==> src/rtl/clkdiv_ctrl.sv <==
// Runtime-programmable clock divider: period/high-time config applied on period
// boundaries, start/stop sequencing and N-period bursts.
module clkdiv_ctrl #(
    parameter int unsigned W          = 16,
    parameter int unsigned C          = 16,
    parameter int unsigned DEF_PERIOD = 500,
    parameter int unsigned DEF_HIGH   = 250
) (
    input  logic         clk,
    input  logic         rst,
    input  logic         cfg_valid,
    output logic         cfg_ready,
    input  logic [W-1:0] cfg_period,
    input  logic [W-1:0] cfg_high,
    input  logic [C-1:0] cfg_count,
    output logic         cfg_err,
    input  logic         start,
    input  logic         stop,
    output logic         nclk,
    output logic         tick,
    output logic         busy,
    output logic         done,
    output logic [C-1:0] pulses_left
);

    // Config handshake: a transfer happens on any edge where cfg_valid & cfg_ready;
    // cfg_ready drops while a validated config waits in the pending register.

    typedef enum logic [1:0] {
        IDLE  = 2'd0,
        RUN   = 2'd1,
        DRAIN = 2'd2
    } state_t;

    state_t       state;
    logic [W-1:0] cnt;
    logic [W-1:0] act_period;
    logic [W-1:0] act_high;
    logic [C-1:0] act_count;
    logic         pend_valid;
    logic [W-1:0] pend_period;
    logic [W-1:0] pend_high;
    logic [C-1:0] pend_count;

    logic xfer;
    logic cfg_ok;
    logic at_end;
    logic burst_last;

    assign cfg_ready  = !pend_valid;
    assign busy       = (state != IDLE);
    assign xfer       = cfg_valid && !pend_valid;
    assign cfg_ok     = (cfg_period >= W'(2)) && (cfg_high != '0) && (cfg_high < cfg_period);
    assign at_end     = (cnt == act_period - W'(1));
    assign burst_last = (act_count != '0) && (pulses_left == C'(1));

    always_ff @(posedge clk or posedge rst) begin
        if (rst) begin
            state       <= IDLE;
            cnt         <= '0;
            nclk        <= 1'b0;
            tick        <= 1'b0;
            done        <= 1'b0;
            cfg_err     <= 1'b0;
            pulses_left <= '0;
            act_period  <= W'(DEF_PERIOD);
            act_high    <= W'(DEF_HIGH);
            act_count   <= '0;
            pend_valid  <= 1'b0;
            pend_period <= '0;
            pend_high   <= '0;
            pend_count  <= '0;
        end else begin
            tick    <= 1'b0;
            done    <= 1'b0;
            cfg_err <= xfer && !cfg_ok;

            // A transfer only happens with pend_valid low, so it never collides with an apply below.
            if (xfer && cfg_ok) begin
                pend_valid  <= 1'b1;
                pend_period <= cfg_period;
                pend_high   <= cfg_high;
                pend_count  <= cfg_count;
            end

            case (state)
                IDLE: begin
                    cnt         <= '0;
                    nclk        <= 1'b0;
                    pulses_left <= '0;
                    if (pend_valid) begin
                        act_period <= pend_period;
                        act_high   <= pend_high;
                        act_count  <= pend_count;
                        pend_valid <= 1'b0;
                    end
                    // A start coinciding with an apply launches with the newly applied config.
                    if (start && !stop) begin
                        state       <= RUN;
                        nclk        <= 1'b1;
                        tick        <= 1'b1;
                        pulses_left <= pend_valid ? pend_count : act_count;
                    end
                end

                RUN, DRAIN: begin
                    if (!at_end) begin
                        cnt  <= cnt + W'(1);
                        nclk <= (cnt + W'(1)) < act_high;
                        if (state == RUN && stop) begin
                            state <= DRAIN;
                        end
                    end else if (state == DRAIN || burst_last) begin
                        state       <= IDLE;
                        cnt         <= '0;
                        nclk        <= 1'b0;
                        done        <= 1'b1;
                        pulses_left <= '0;
                    end else begin
                        cnt  <= '0;
                        nclk <= 1'b1;
                        tick <= 1'b1;
                        // A newly applied config starts its own burst from this period.
                        if (pend_valid) begin
                            act_period  <= pend_period;
                            act_high    <= pend_high;
                            act_count   <= pend_count;
                            pend_valid  <= 1'b0;
                            pulses_left <= pend_count;
                        end else if (act_count != '0) begin
                            pulses_left <= pulses_left - C'(1);
                        end
                        if (state == RUN && stop) begin
                            state <= DRAIN;
                        end
                    end
                end

                default: state <= IDLE;
            endcase
        end
    end

endmodule
==> config.mk <==
export PLATFORM = sky130hd
export DESIGN_NAME = clkdiv_ctrl
export DESIGN_NICKNAME = d
export VERILOG_FILES = /design/src/rtl/clkdiv_ctrl.sv
export SDC_FILE = /design/constraint.sdc
export NUM_CORES = 1
export LEC_CHECK = 0
export CORE_MARGIN = 1
export CORE_UTILIZATION = 50
export CTS_CLUSTER_SIZE = 20
export DETAILED_ROUTE_END_ITERATION = 12
export PLACE_DENSITY = 0.74
export SYNTH_ARGS = -nofsm -noshare
export SYNTH_HDL_FRONTEND = slang
export SYNTH_SLANG_ARGS = --single-unit
==> constraint.sdc <==
create_clock -name clk -period 4.1 [get_ports clk]
set_input_delay 0.82 -clock clk [delete_from_list [all_inputs] [get_ports clk]]
set_output_delay 0.82 -clock clk [all_outputs]
set_load 0.01 [all_outputs]
==> metrics.txt <==
status complete, no violations; clock sink count 135; Ys Warns 0; endpoint class of the critical path register; PwrDens 745.1 nW/um^2; CTS Buf Count 17; Detailed Routing Iterations Pass 1 5; Period minus WS final 3546 ps; setup violators final 0; Final Skew 20.26 ps; Hold Crit Class register to register; Critical Path Fanout Max 7; WP data required 4420 ps; Synth Flop Type dfrtp_1; drt wl/cell 18.29 microns; largest family of logic cells by synthesized area multiplexers; die area 16,030 sq um; sequential cell area fraction in the yosys report 43.72%; first-pass GRT wire length 29,630 microns; antenna violation net count after detailed routing 0; antenna violations before repair 0; XOR/XNOR Fraction of Synth Area 5.078%; compound-cell area share of the yosys netlist 11.14%; Peak VDD IR 0.3172 mV; Top Ports 75; routability cong. 0.8544; Syn Inst Count 695; area added between synthesis and finish 19.35%; final net count 861; Routed WL 17,760 microns; layout cells sized above 1 21.97%; Vias/cell 5.953; Initial Util 51.05%; EDFF count, synth 0; clk slew on worst S/H paths 60 ps; n_diodes 0; Min Hold Slack 504.5 ps; Slew headroom 23.92%; largest net degree at the start of global routing 136; Fin. Hold Viols 0; Worst-Margin Slew 1137 ps; RSZ-0062 raised after global routing false; via count of the first global-routing pass 5,861; flops & latches, synth 135; CP max stage delay 490 ps; IO buf count 74; Crit Path Category register to register; post-route DRC violation count 0; clk buf depth 2; startpoint types register; syn nets 786; Final HPWL DP 12,500 microns; syn avg cell area 11.17 sq um; top cells by area, synth dfrtp_1, mux2_2, ha_1; Tcrit/Tclk final 86.49%; Yosys top cell by area dfrtp_1; Die Wd 126.6 microns; setup bufs post-CTS 0; P_leak 4.064 nW; hold-fix buffers at CTS 0; CTS resizes 0; maxcap violations 0; setup TNS 0 ps; Overflow after GRT 0; Simple-Gate Fraction of Synth Area 12.20%; CTS tree yes; Total GRT Usage 23.61%; CP max stage cell dfrtp_1; Worst-Skew Late Latency 420 ps; Vias 5,780; crit path DAT 3870 ps; Site Rows 45; Post-Synth Adder-Cell Area 6.126%; post-synthesis mux area share 17.22%; ys async rst share 100.0%; Core Area 15,200 sq um; 1st-iter DRT viols 472; H-tree Lvls 4; fmax 282.0 MHz; Cell Chain, Critical Path ha_1, nand3_1, or2_2, nor2_1, nand3_1, xnor2_1, ha_1, a21o_1, a21oi_1, o21ai_0, a21oi_1, o21ai_0, a31oi_1; Max Slew Vio Count 0; Die Height 126.6 microns; Synth top area share 39.66%; synth unique cells 65; commonest non-fill, non-tap cells in the layout dfrtp_1, mux2_2, clkdlybuf4s50_1; root buffer selected by CTS clkbuf_16; Post-Syn Area 7761 sq um; most common cell after layout, fill and taps aside dfrtp_1
[flip-flops by register name, summed over array words and instances, names as in the netlist, 16 cells and up]
name         flops
pulses_left     16
act_period      16
act_high        16
act_count       16
pend_period     16
cnt             16
pend_count      16
pend_high       16
[worst paths after layout]
check | from | to | slack (ps) | cells past startpoint
min reg2reg | pend_period[15]$_DFFE_PP0P_ | pend_period[15]$_DFFE_PP0P_ | 500 | 1
max reg2reg | cnt[0]$_DFFE_PP0N_ | nclk$_DFFE_PP0N_ | 550 | 13
max in group asynchronous | rst | cnt[2]$_DFFE_PP0N_ | 2630 | 3
min | pend_period[15]$_DFFE_PP0P_ | pend_period[15]$_DFFE_PP0P_ | 500 | 1
max | cnt[0]$_DFFE_PP0N_ | nclk$_DFFE_PP0N_ | 550 | 13
min in group asynchronous | rst | pend_count[4]$_DFFE_PP0P_ | 970 | 3
[Yosys cell counts (all sizes together) (9+ instances only)]
cell type	number
nor2	29
dfstp	12
nand2	36
buf	12
ha	38
nand3	20
clkbuf	16
nor3	12
a22o	10
nor4	25
xor2	23
a221oi	11
inv	49
mux2	112
a21oi	24
nand4	13
o21ai	19
a21o	9
dfrtp	123
xnor2	22
[cell type report]
type / instances / area (sq um)
fillers: 1212 / 5939
well taps: 188 / 235.2
flip-flops and latches: 135 / 3393
clock inverters: 11 / 121.4
inverters: 50 / 191.4
clock buffers: 21 / 470.5
repair buffers: 84 / 828.3
multi-input cells: 482 / 4023
[metrics by stage]
stage          power, mW  setup slack, ps  cell area, sq um  cells  utilization (%)
2_1_floorplan      4.548             1019              7765    695                -
3_3_place_gp       5.208            421.2              8671    939            57.04
3_5_place_dp       5.347            348.7              8671    939            57.04
4_1_cts            6.917            601.8              9263    971            60.93
5_1_grt            7.319            326.3              9263    971            60.93
6_report           6.902            553.8              9263    971            60.93
[cells by family after synthesis]
family | count (synthesis)
fa+ha+maj | 38
xor+xnor | 45
compound gates | 115
buf+inv | 78
flops | 135
mux | 112
simple gates | 172
[critical path: cells and delay by family (launching register included)]
kind,cells,cell delay [ps]
and+or+nand+nor,4,1090
AOI/OAI and AO/OA,6,1020
adders and majority gates,2,580
DFF,1,490
xor gates and xnor gates,1,290
[per-layer routing]
| metal | GRT usage, % | share of wire [%] | vias to the layer above |
|---|---|---|---|
| met2 | 38.67 | 48 | 170 |
| met1 | 31.38 | 45 | 2886 |
| li1 | - | - | 2691 |
| met3 | 4.218 | 4.9 | 33 |
| met4 | 8.859 | 2.1 | 0 |
| met5 | 0 | 0 | - |
[power by group]
part	switching, mW	total [mW]	internal, mW
Combinational	1.37	2.86	1.48
Sequential	0.561	2.53	1.97
Clock	0.571	1.51	0.943
Total	2.51	6.90	4.40
(Power assumes the default switching activity.)
==> edit (config.mk and constraints unchanged) <==
Add an input register stage for `cfg_valid`, `cfg_period`, `cfg_high` and `cfg_count`, with the module's reset; this delays them by one clock. The other inputs are not delayed to match.
--- a/src/rtl/clkdiv_ctrl.sv
+++ b/src/rtl/clkdiv_ctrl.sv
@@ -32,6 +32,25 @@
         DRAIN = 2'd2
     } state_t;
 
+    logic cfg_valid_q;
+    logic [W-1:0] cfg_period_q;
+    logic [W-1:0] cfg_high_q;
+    logic [C-1:0] cfg_count_q;
+
+    always_ff @(posedge clk or posedge rst) begin
+        if (rst) begin
+            cfg_valid_q  <= '0;
+            cfg_period_q <= '0;
+            cfg_high_q   <= '0;
+            cfg_count_q  <= '0;
+        end else begin
+            cfg_valid_q  <= cfg_valid;
+            cfg_period_q <= cfg_period;
+            cfg_high_q   <= cfg_high;
+            cfg_count_q  <= cfg_count;
+        end
+    end
+
     state_t       state;
     logic [W-1:0] cnt;
     logic [W-1:0] act_period;
@@ -49,8 +68,8 @@
 
     assign cfg_ready  = !pend_valid;
     assign busy       = (state != IDLE);
-    assign xfer       = cfg_valid && !pend_valid;
-    assign cfg_ok     = (cfg_period >= W'(2)) && (cfg_high != '0) && (cfg_high < cfg_period);
+    assign xfer       = cfg_valid_q && !pend_valid;
+    assign cfg_ok     = (cfg_period_q >= W'(2)) && (cfg_high_q != '0) && (cfg_high_q < cfg_period_q);
     assign at_end     = (cnt == act_period - W'(1));
     assign burst_last = (act_count != '0) && (pulses_left == C'(1));
 
@@ -78,9 +97,9 @@
             // A transfer only happens with pend_valid low, so it never collides with an apply below.
             if (xfer && cfg_ok) begin
                 pend_valid  <= 1'b1;
-                pend_period <= cfg_period;
-                pend_high   <= cfg_high;
-                pend_count  <= cfg_count;
+                pend_period <= cfg_period_q;
+                pend_high   <= cfg_high_q;
+                pend_count  <= cfg_count_q;
             end
 
             case (state)
Behaviour: not the same (a bounded check fails within 4 cycles, from zero or initial values and one cycle with rst high).
==> edit against the unedited design <==
- synthesized area up 15%
- power up 6.4%
- synthesized cell count up 12%
- via count up 6.7%
- final area up 13%
- sequential cell count up 49
- count of clock-buffer cells in the layout down 3
- worst setup slack worse by 0.059 ns
- sequential share of layout area up 7.4 points
- routed wire length up 6.6%
- fmax down 1.6%
- critical path type unchanged
- largest power group is now sequential cells
==> edit: results (changes against the unedited design) <==
| Metric | Value |
|---|---|
| M3 GR Usage | `3.70% (was 4.22%)` |
| Post-synthesis cell type count | `64 (was 65)` |
| Mux cell area share after synthesis | `13.8% (was 17.2%)` |
| Outcome | `complete, no violations (unchanged)` |
| Synthesized-area fraction occupied by adder cells | `5.34% (was 6.13%)` |
| Final Wtd Congestion | `0.905 (was 0.854)` |
| Leakage | `4.66 nW (was 4.06 nW)` |
| Synth top area cells | `dfrtp_1 48%, mux2_2 10%, ha_1 5.3% (was dfrtp_1 40%, mux2_2 12%, ha_1 6.1%)` |
| Mean Syn Cell Area | `11.5 µm² (was 11.2 µm²)` |
| Met2 usage | `32.1% (was 38.7%)` |
| Synth Area in XOR/XNOR | `3.74% (was 5.08%)` |
| Final Cell Area | `10500 µm² (was 9260 µm²)` |
| Rel. slew slack | `31.5% (was 23.9%)` |
| Wire per inst | `17.4 µm (was 18.3 µm)` |
| CP arrival | `3.92 ns (was 3.87 ns)` |
| Number of clock buffers in the layout | `18 (was 21)` |
| I/O Buffers | `74 (unchanged)` |
| Logic inverters | `44 (was 50)` |
| Clk_skew | `0.00928 ns (was 0.0203 ns)` |
| Data buffer area share | `8.24% (was 8.94%)` |
| Clock buf/inv share | `5.31% (was 6.39%)` |
| Crit-path max FO | `48 (was 7)` |
| Vias in the first global route | `5902 (was 5861)` |
| Die area | `18300 µm² (was 16000 µm²)` |
| Layout fillers | `1361 (was 1212)` |
| Layout Nets | `941 (was 861)` |
| Place WS | `0.560 ns (was 0.349 ns)` |
| Top cells by count, synth | `172 x dfrtp_1, 79 x mux2_2, 50 x nand2_1, 44 x nor2_1, 43 x inv_1 (was 123 x dfrtp_1, 84 x mux2_2, 49 x inv_1, 38 x ha_1, 36 x nand2_1)` |
| Register fraction of the total cell area | `44.1% (was 36.6%)` |
| Peak supply drop | `0.416 mV (was 0.317 mV)` |
| Non-clk bufs | `87 (was 84)` |
| Share of cells above drive strength 1 | `19.6% (was 22.0%)` |
| First-pass GRT wire length | `31600 µm (was 29600 µm)` |
| Synth Area in Compound Gates | `9.57% (was 11.1%)` |
| Number of vias per cell | `5.67 (was 5.95)` |
| Largest net degree at the start of global routing | `64 (was 136)` |
| DRT iter0 DRCs | `517 (was 472)` |
| Sequential area share after synthesis | `51.9% (was 43.7%)` |
| Mapped Nets | `868 (was 786)` |
| Post-Layout Cell Count | `1087 (was 971)` |
| GR Util met1 | `34.4% (was 31.4%)` |
edit: cell count changes after synthesis, moves of 8 or more:
cell | before | now
nor2_1 | 28 | 44
dfrtp_1 | 123 | 172
nand2_1 | 36 | 50
mux2_1 | 8 | 0
a22o_1 | 10 | 1
clkbuf_1 | 16 | 25
a21oi_1 | 24 | 38
o21ai_0 | 18 | 30
a221oi_1 | 11 | 1
edit: worst max-delay path: stages, from the launching register on:
cell and delay (ns):
dfrtp_1 0.46, inv_1 0.09, ha_1 0.21, or3b_2 0.48
a22oi_1 0.18, o2111a_1 0.24, nand3_1 0.08, or4_1 0.43
or4b_1 0.53, a21o_2 0.24, buf_12 0.20, mux2_4 0.33
edit: worst paths after layout:
check	startpoint	end	slack, ns	cells after the start
min in group asynchronous	rst	cfg_count_q[0]$_DFF_PP0_	0.88	2
min reg2reg	cfg_count_q[12]$_DFF_PP0_	pend_count[12]$_DFFE_PP0P_	0.48	1
max in group asynchronous	rst	pulses_left[13]$_DFFE_PP0P_	2.24	3
min	cfg_count_q[12]$_DFF_PP0_	pend_count[12]$_DFFE_PP0P_	0.48	1
max	act_period[0]$_DFFE_PP0P_	act_high[12]$_DFFE_PP0P_	0.49	11
max reg2reg	act_period[0]$_DFFE_PP0P_	act_high[12]$_DFFE_PP0P_	0.49	11
edit: kinds of logic (layout without fill, tap and decap cells):
family,count (synthesis),in the layout
simple gates,203,203
flops,184,184
compound gates,134,134
mux,103,103
buf+inv,77,162
fa+ha+maj,38,38
xor+xnor,38,38
edit: report_power, final:
part	switching [W]	internal [W]
Combinational	0.00134	0.00139
Sequential	0.000622	0.00245
Clock	0.000688	0.000854
Total	0.00265	0.00470
edit: metal layers:
metal  part of all wire (%)  up-vias
li1                       -     2919
met1                     49     3035
met2                     44      188
met3                    4.8       25
met4                    1.6        0
met5                      0        -
